===== src/rtl/turtle_io_pkg.sv =====
// Shared types and widths for the CPU output port.
// The port width follows OUTPUT_PORT_BYTE_EN: 8-bit beats when defined, whole 16-bit words otherwise.
package turtle_io_pkg;

    localparam int CPU_DATA_W = 16;

`ifdef OUTPUT_PORT_BYTE_EN
    localparam int PORT_W = 8;
`else
    localparam int PORT_W = CPU_DATA_W;
`endif

    typedef enum logic {BEAT_HI, BEAT_LO} beat_t;

endpackage


===== src/rtl/output_port_if.sv =====
// Valid/ready stream carrying output-port beats to the external consumer.
// The beat width tracks OUTPUT_PORT_BYTE_EN through turtle_io_pkg::PORT_W.
interface output_port_if import turtle_io_pkg::*; ();

    logic              port_valid;
    logic              port_ready;
    logic [PORT_W-1:0] port_data;
    logic              port_last;

    modport master (output port_valid, port_data, port_last, input port_ready);
    modport slave  (input port_valid, port_data, port_last, output port_ready);

endinterface


===== src/rtl/output_port_sync_fifo.sv =====
// Single-clock FIFO with a first-word-fall-through head.
// A push is ignored when the FIFO is full, and a pop is ignored when it is empty.
module sync_fifo #(
    parameter int DEPTH = 8,
    parameter int WIDTH = 16
) (
    input  logic             clk,
    input  logic             rst_n,
    input  logic             push,
    input  logic [WIDTH-1:0] din,
    input  logic             pop,
    output logic [WIDTH-1:0] dout,
    output logic             full,
    output logic             empty
);

    localparam int            AW       = $clog2(DEPTH);
    localparam logic [AW:0]   FULL_CNT = (AW+1)'(DEPTH);

    logic [WIDTH-1:0] mem [DEPTH];
    logic [AW-1:0]    wr_ptr;
    logic [AW-1:0]    rd_ptr;
    logic [AW:0]      count;
    logic             do_push;
    logic             do_pop;

    assign do_push = push && !full;
    assign do_pop  = pop && !empty;

    // NOTE: sequential state uses <= so every register sees pre-edge values of the others.
    always_ff @(posedge clk) begin
        if (!rst_n) begin
            wr_ptr <= '0;
            rd_ptr <= '0;
            count  <= '0;
        end else begin
            if (do_push) wr_ptr <= wr_ptr + 1'b1;
            if (do_pop)  rd_ptr <= rd_ptr + 1'b1;
            case ({do_push, do_pop})
                2'b10:   count <= count + 1'b1;
                2'b01:   count <= count - 1'b1;
                default: count <= count;
            endcase
        end
    end

    // NOTE: storage has no reset; count gates every read, so stale contents are never visible.
    always_ff @(posedge clk) begin
        if (do_push) mem[wr_ptr] <= din;
    end

    assign dout  = mem[rd_ptr];
    assign full  = (count == FULL_CNT);
    assign empty = (count == '0);

endmodule


===== src/rtl/output_port.sv =====
// CPU OUT-instruction buffer: captures words, drops them with a sticky overflow when full, and drains them to a stream.
// With OUTPUT_PORT_BYTE_EN defined, each word is sent high byte first as two beats.
module output_port import turtle_io_pkg::*; #(
    parameter int DEPTH = 8
) (
    input  logic                  clk,
    input  logic                  rst_n,
    input  logic                  output_valid,
    input  logic [CPU_DATA_W-1:0] out_data,
    input  logic                  ovf_clr,
    output_port_if.master         port,
    output logic                  fifo_full,
    output logic                  fifo_empty,
    output logic                  overflow
);

    logic [CPU_DATA_W-1:0] head;
    logic                  pop;
    logic                  accept;
    logic                  drop;

    sync_fifo #(.DEPTH(DEPTH), .WIDTH(CPU_DATA_W)) u_fifo (
        .clk   (clk),
        .rst_n (rst_n),
        .push  (output_valid),
        .din   (out_data),
        .pop   (pop),
        .dout  (head),
        .full  (fifo_full),
        .empty (fifo_empty)
    );

    assign port.port_valid = !fifo_empty;
    assign accept          = port.port_valid && port.port_ready;
    // Full is the pre-edge value, so a pop in the same cycle does not make room.
    assign drop            = output_valid && fifo_full;

    // A drop takes priority over a clear in the same cycle.
    always_ff @(posedge clk) begin
        if (!rst_n)       overflow <= 1'b0;
        else if (drop)    overflow <= 1'b1;
        else if (ovf_clr) overflow <= 1'b0;
    end

`ifdef OUTPUT_PORT_BYTE_EN
    beat_t beat_q;
    beat_t beat_d;

    always_ff @(posedge clk) begin
        if (!rst_n) beat_q <= BEAT_HI;
        else        beat_q <= beat_d;
    end

    // NOTE: every output of this block gets a default first, so no path can infer a latch.
    always_comb begin
        beat_d         = beat_q;
        pop            = 1'b0;
        port.port_data = '0;
        port.port_last = 1'b0;
        if (port.port_valid) begin
            case (beat_q)
                BEAT_HI: begin
                    port.port_data = head[15:8];
                    if (accept) beat_d = BEAT_LO;
                end
                BEAT_LO: begin
                    port.port_data = head[7:0];
                    port.port_last = 1'b1;
                    if (accept) begin
                        pop    = 1'b1;
                        beat_d = BEAT_HI;
                    end
                end
                default: beat_d = BEAT_HI;
            endcase
        end
    end
`else
    assign port.port_data = fifo_empty ? '0 : head;
    assign port.port_last = port.port_valid;
    assign pop            = accept;
`endif

endmodule


===== src/flat_wrapper.sv =====
// flat-port wrapper written by rule: the top's interface ports become plain ports
module output_port_flat import turtle_io_pkg::*;
#(
    parameter int DEPTH = 8
)
  (clk, rst_n, output_valid, out_data, ovf_clr, fifo_full, fifo_empty, overflow, port_port_valid, port_port_data, port_port_last, port_port_ready);
  output_port_if port_i ();
  input  logic clk;
  input  logic rst_n;
  input  logic output_valid;
  input  logic [CPU_DATA_W-1:0] out_data;
  input  logic ovf_clr;
  output logic fifo_full;
  output logic fifo_empty;
  output logic overflow;
  output wire logic [$bits(port_i.port_valid)-1:0] port_port_valid;
  output wire logic [$bits(port_i.port_data)-1:0] port_port_data;
  output wire logic [$bits(port_i.port_last)-1:0] port_port_last;
  input wire logic [$bits(port_i.port_ready)-1:0] port_port_ready;
  assign port_port_valid = port_i.port_valid;
  assign port_port_data = port_i.port_data;
  assign port_port_last = port_i.port_last;
  assign port_i.port_ready = port_port_ready;
  output_port #(.DEPTH(DEPTH)) u_core (.clk(clk), .rst_n(rst_n), .output_valid(output_valid), .out_data(out_data), .ovf_clr(ovf_clr), .port(port_i), .fifo_full(fifo_full), .fifo_empty(fifo_empty), .overflow(overflow));
endmodule

===== config.mk =====
export PLATFORM = sky130hd
export DESIGN_NAME = output_port_flat
export DESIGN_NICKNAME = d
export VERILOG_FILES = /design/src/rtl/turtle_io_pkg.sv /design/src/rtl/output_port_if.sv /design/src/rtl/output_port_sync_fifo.sv /design/src/rtl/output_port.sv /design/src/flat_wrapper.sv
export SDC_FILE = /design/constraint.sdc
export NUM_CORES = 1
export LEC_CHECK = 0
export BUFFER_PORTS_ARGS = -buffer_cell sky130_fd_sc_hd__buf_2
export CAP_MARGIN = 40
export CORE_MARGIN = 5
export CORE_UTILIZATION = 40
export CTS_BUF_LIST = sky130_fd_sc_hd__clkbuf_8
export DETAILED_ROUTE_END_ITERATION = 10
export PLACE_DENSITY = 0.64
export SLEW_MARGIN = 15
export SYNTH_ARGS = -nofsm -noshare
export SYNTH_HDL_FRONTEND = slang
export SYNTH_SLANG_ARGS = --single-unit

===== constraint.sdc =====
create_clock -name clk -period 4.2 [get_ports clk]
set_clock_uncertainty 0.1 [all_clocks]
set_input_delay 0.21 -clock clk [delete_from_list [all_inputs] [get_ports clk]]
set_output_delay 0.21 -clock clk [all_outputs]
set_load 0.01 [all_outputs]

==> impl_metrics.ini <==
[run_status]
status = finished clean

[die]
initial_utilization_pct = 40.50
fp.dieW_um = 128.1
ios = 42
die_h_um = 128.1
dieArea_sq_um = 16410
core_area_sq_um = 13770
rows = 43

[logic_synthesis]
ys_async_sr_fraction_pct = 0
yosys_warnings = 0
ys_seq_elements = 142
yosys.area.top_type = edfxtp_1
netlist_area_sq_um = 5578
ys_seq_area_share_pct = 73.93
ys.flop_type = edfxtp_1
avgSynthCellArea_sq_um = 19.78
ys_top_cells_by_count = edfxtp_1 (128), mux4_2 (32), mux2i_1 (19), nor2_1 (19), dfxtp_1 (14)
yosys.cell_types.count = 35
synth_top_cell_area_share_pct = 68.91
yosysMostFrequentCell = edfxtp_1
synth_area_leaders = edfxtp_1 (69%), mux4_2 (13%), dfxtp_1 (5.0%)
syn-num-nets = 308
syn_inst = 282
synth_edf_count = 128

[worst_setup_path]
crit_arrival_ps = 2560
crit_required_ps = 3890
critPathLaunchType = flip-flop
endpoint_kind = primary output
cp_slowest_cell = dfxtp_2
cp_slowest_stage_delay_ps = 700
critPathKind = reg -> out
path_cells = buf_4 -> mux4_2 -> mux2i_1 -> nor2_1 -> buf_2
worst-path-buf-inv = 2
critical_path.top_delay_family = multiplexers
rrSetupSlack_ps = 1430
critPathMaxFanout = 18

[drt]
postRouteAntennaNets = 0
route.detailed.drc = 0
vias = 2765
avgRoutedWirePerCell_um = 18.55
drt_first_pass_iters = 4
finalWirelength_um = 10200
routed_via_density = 5.027
drtIter0Drc = 247

[timing]
period_needed_ps = 2871
hold-worst-slack_ps = 26.14
setup_viol = 0
maxSlewViolCount = 0
rsz0062_at_grt = no
worst_pin_slew_ps = 661.7
final_hold_viol_count = 0
slew_headroom_pct = 55.61
fin_tns_setup_ps = 0
max_freq_mhz = 348.3
fin_crit_sh_pct = 68.36

[placed_design]
hpwl_um = 6034
post-place-cells = 499
place.gp.congestion = 0.7218
port_buffers = 41
placed_cell_area_sq_um = 6043

[finish]
fillers = 1159
multi_input_area_sq_um = 1398
final_area_sq_um = 6713
n_antenna_cell = 0
regArea_sq_um = 4125
layout.cells.non_filler = 550
final_layout_size_suffix_gt1_share_pct = 34.05
final_net_count = 383
areaGrowthSynthToFinish_pct = 20.35

[cts]
cts_buffers = 17
cts_sinks = 142
htree_levels = 4
cts_root_buf = clkbuf_8
cts.path.max_buffers = 2
clkSlewWorstSetupHoldPaths_ps = 70
clk_latency_ps = 430
tritoncts = yes

[flow_run]
max_cap_viol_count = 0

[grt]
overflow = 0
grt_pass1_wl_um = 16380
grt_usage_pct = 13.56
antenna_found_initial = 0
grt_max_degree = 33
grt_pass1_vias = 2997

[power_and_ir_drop]
ir_drop_v = 0.0003237
p_leak_nw = 2.239
power_density_nw_per_um2 = 597.7

[min_path]
hp-class = in -> reg
flip-flops by register name, summed over array words and instances, names as in the netlist, named ones only:
signal,flops
u_core.overflow,1
u_core.u_fifo.wr_ptr,3
u_core.u_fifo.count,4
u_core.u_fifo.rd_ptr,3
u_core.u_fifo.mem,128
layout by cell type, fill, tap and decap left out, drive strengths merged, types with 2 or more instances in the layout:
master       Yosys  final
a21boi           2      2
a21oi            2      2
and2             7      7
buf              9     52
bufinv           0      6
clkbuf           6     17
clkinv           1      8
dfxtp           14     14
dlygate4sd3      0     19
edfxtp         128    128
ha               5      5
inv              1      2
mux2i           19     19
mux4            32     32
nand2            5      5
nand2b           3      3
nand3            4      4
nor2            19     19
nor2b            4      4
nor3             5      5
xnor2            4      4
xor2             3      3
what timing repair did:
action	4_1_cts	5_1_grt
hold buffers	19	0
hold endpoints to repair	130	0
resized for setup	0	0
buffers inserted	0	0
logic make-up after synthesis:
family,Yosys count,share of synthesized area (%)
DFF,142,73.93
muxes,52,16.53
AOI/OAI and AO/OA,7,0.8523
buffers and inverters,17,1.480
xor gates and xnor gates,7,1.234
adders and majority gates,5,1.122
and+or+nand+nor,52,4.845
cell type report:
| cell class | count | area share, % |
|---|---|---|
| inverter | 2 | 0.1118 |
| tap | 180 | 3.355 |
| multi-input combinational | 123 | 20.82 |
| sequential | 142 | 61.45 |
| clock buffer | 17 | 3.486 |
| clock inverter | 15 | 3.653 |
| timing repair buffer | 71 | 7.120 |
power breakdown:
part / total, mW / switching, mW / internal, mW / leakage, nW
logic: 1.00 / 0.520 / 0.481 / 0.721
registers: 1.74 / 0.0878 / 1.66 / 1.28
clock network: 1.27 / 0.499 / 0.766 / 0.241
total: 4.01 / 1.11 / 2.90 / 2.24
final timing paths:
check / from / endpoint / depth (start not counted)
max: flip-flop / port_port_data[5] / 5
min: rst_n / u_core.u_fifo.count[3]$_SDFFE_PN0P_ / 3
max reg2reg: u_core.u_fifo.count[1]$_SDFFE_PN0P_ / u_core.u_fifo.count[2]$_SDFFE_PN0P_ / 9
min reg2reg: u_core.u_fifo.count[3]$_SDFFE_PN0P_ / u_core.u_fifo.count[3]$_SDFFE_PN0P_ / 2
per-stage QoR:
stage	utilization (%)	worst slack (ps)	power (mW)
after global routing	48.74	1081	4.236
final	48.74	1329	4.012
after CTS	48.74	1212	4.080
after floorplan	-	1247	2.473
after detailed placement	43.88	1465	2.795
after global placement	43.88	1559	2.773
layer usage:
layer / up-vias / share of wire, % / wire [um] / global-route usage (%)
met5: - / 0 / 0 / 0
met2: 65 / 49 / 5022 / 21.66
met1: 1410 / 44 / 4478 / 17.48
met4: 0 / 2.0 / 207 / 5.368
li1: 1275 / - / - / -
met3: 15 / 4.8 / 494 / 4.042
worst min-delay path: cells and delay by family:
kind / cells / cell delay, ps
mux: 1 / 50
buf+inv: 1 / 160
simple gates: 1 / 80
Power figures use the tool's default switching activity.
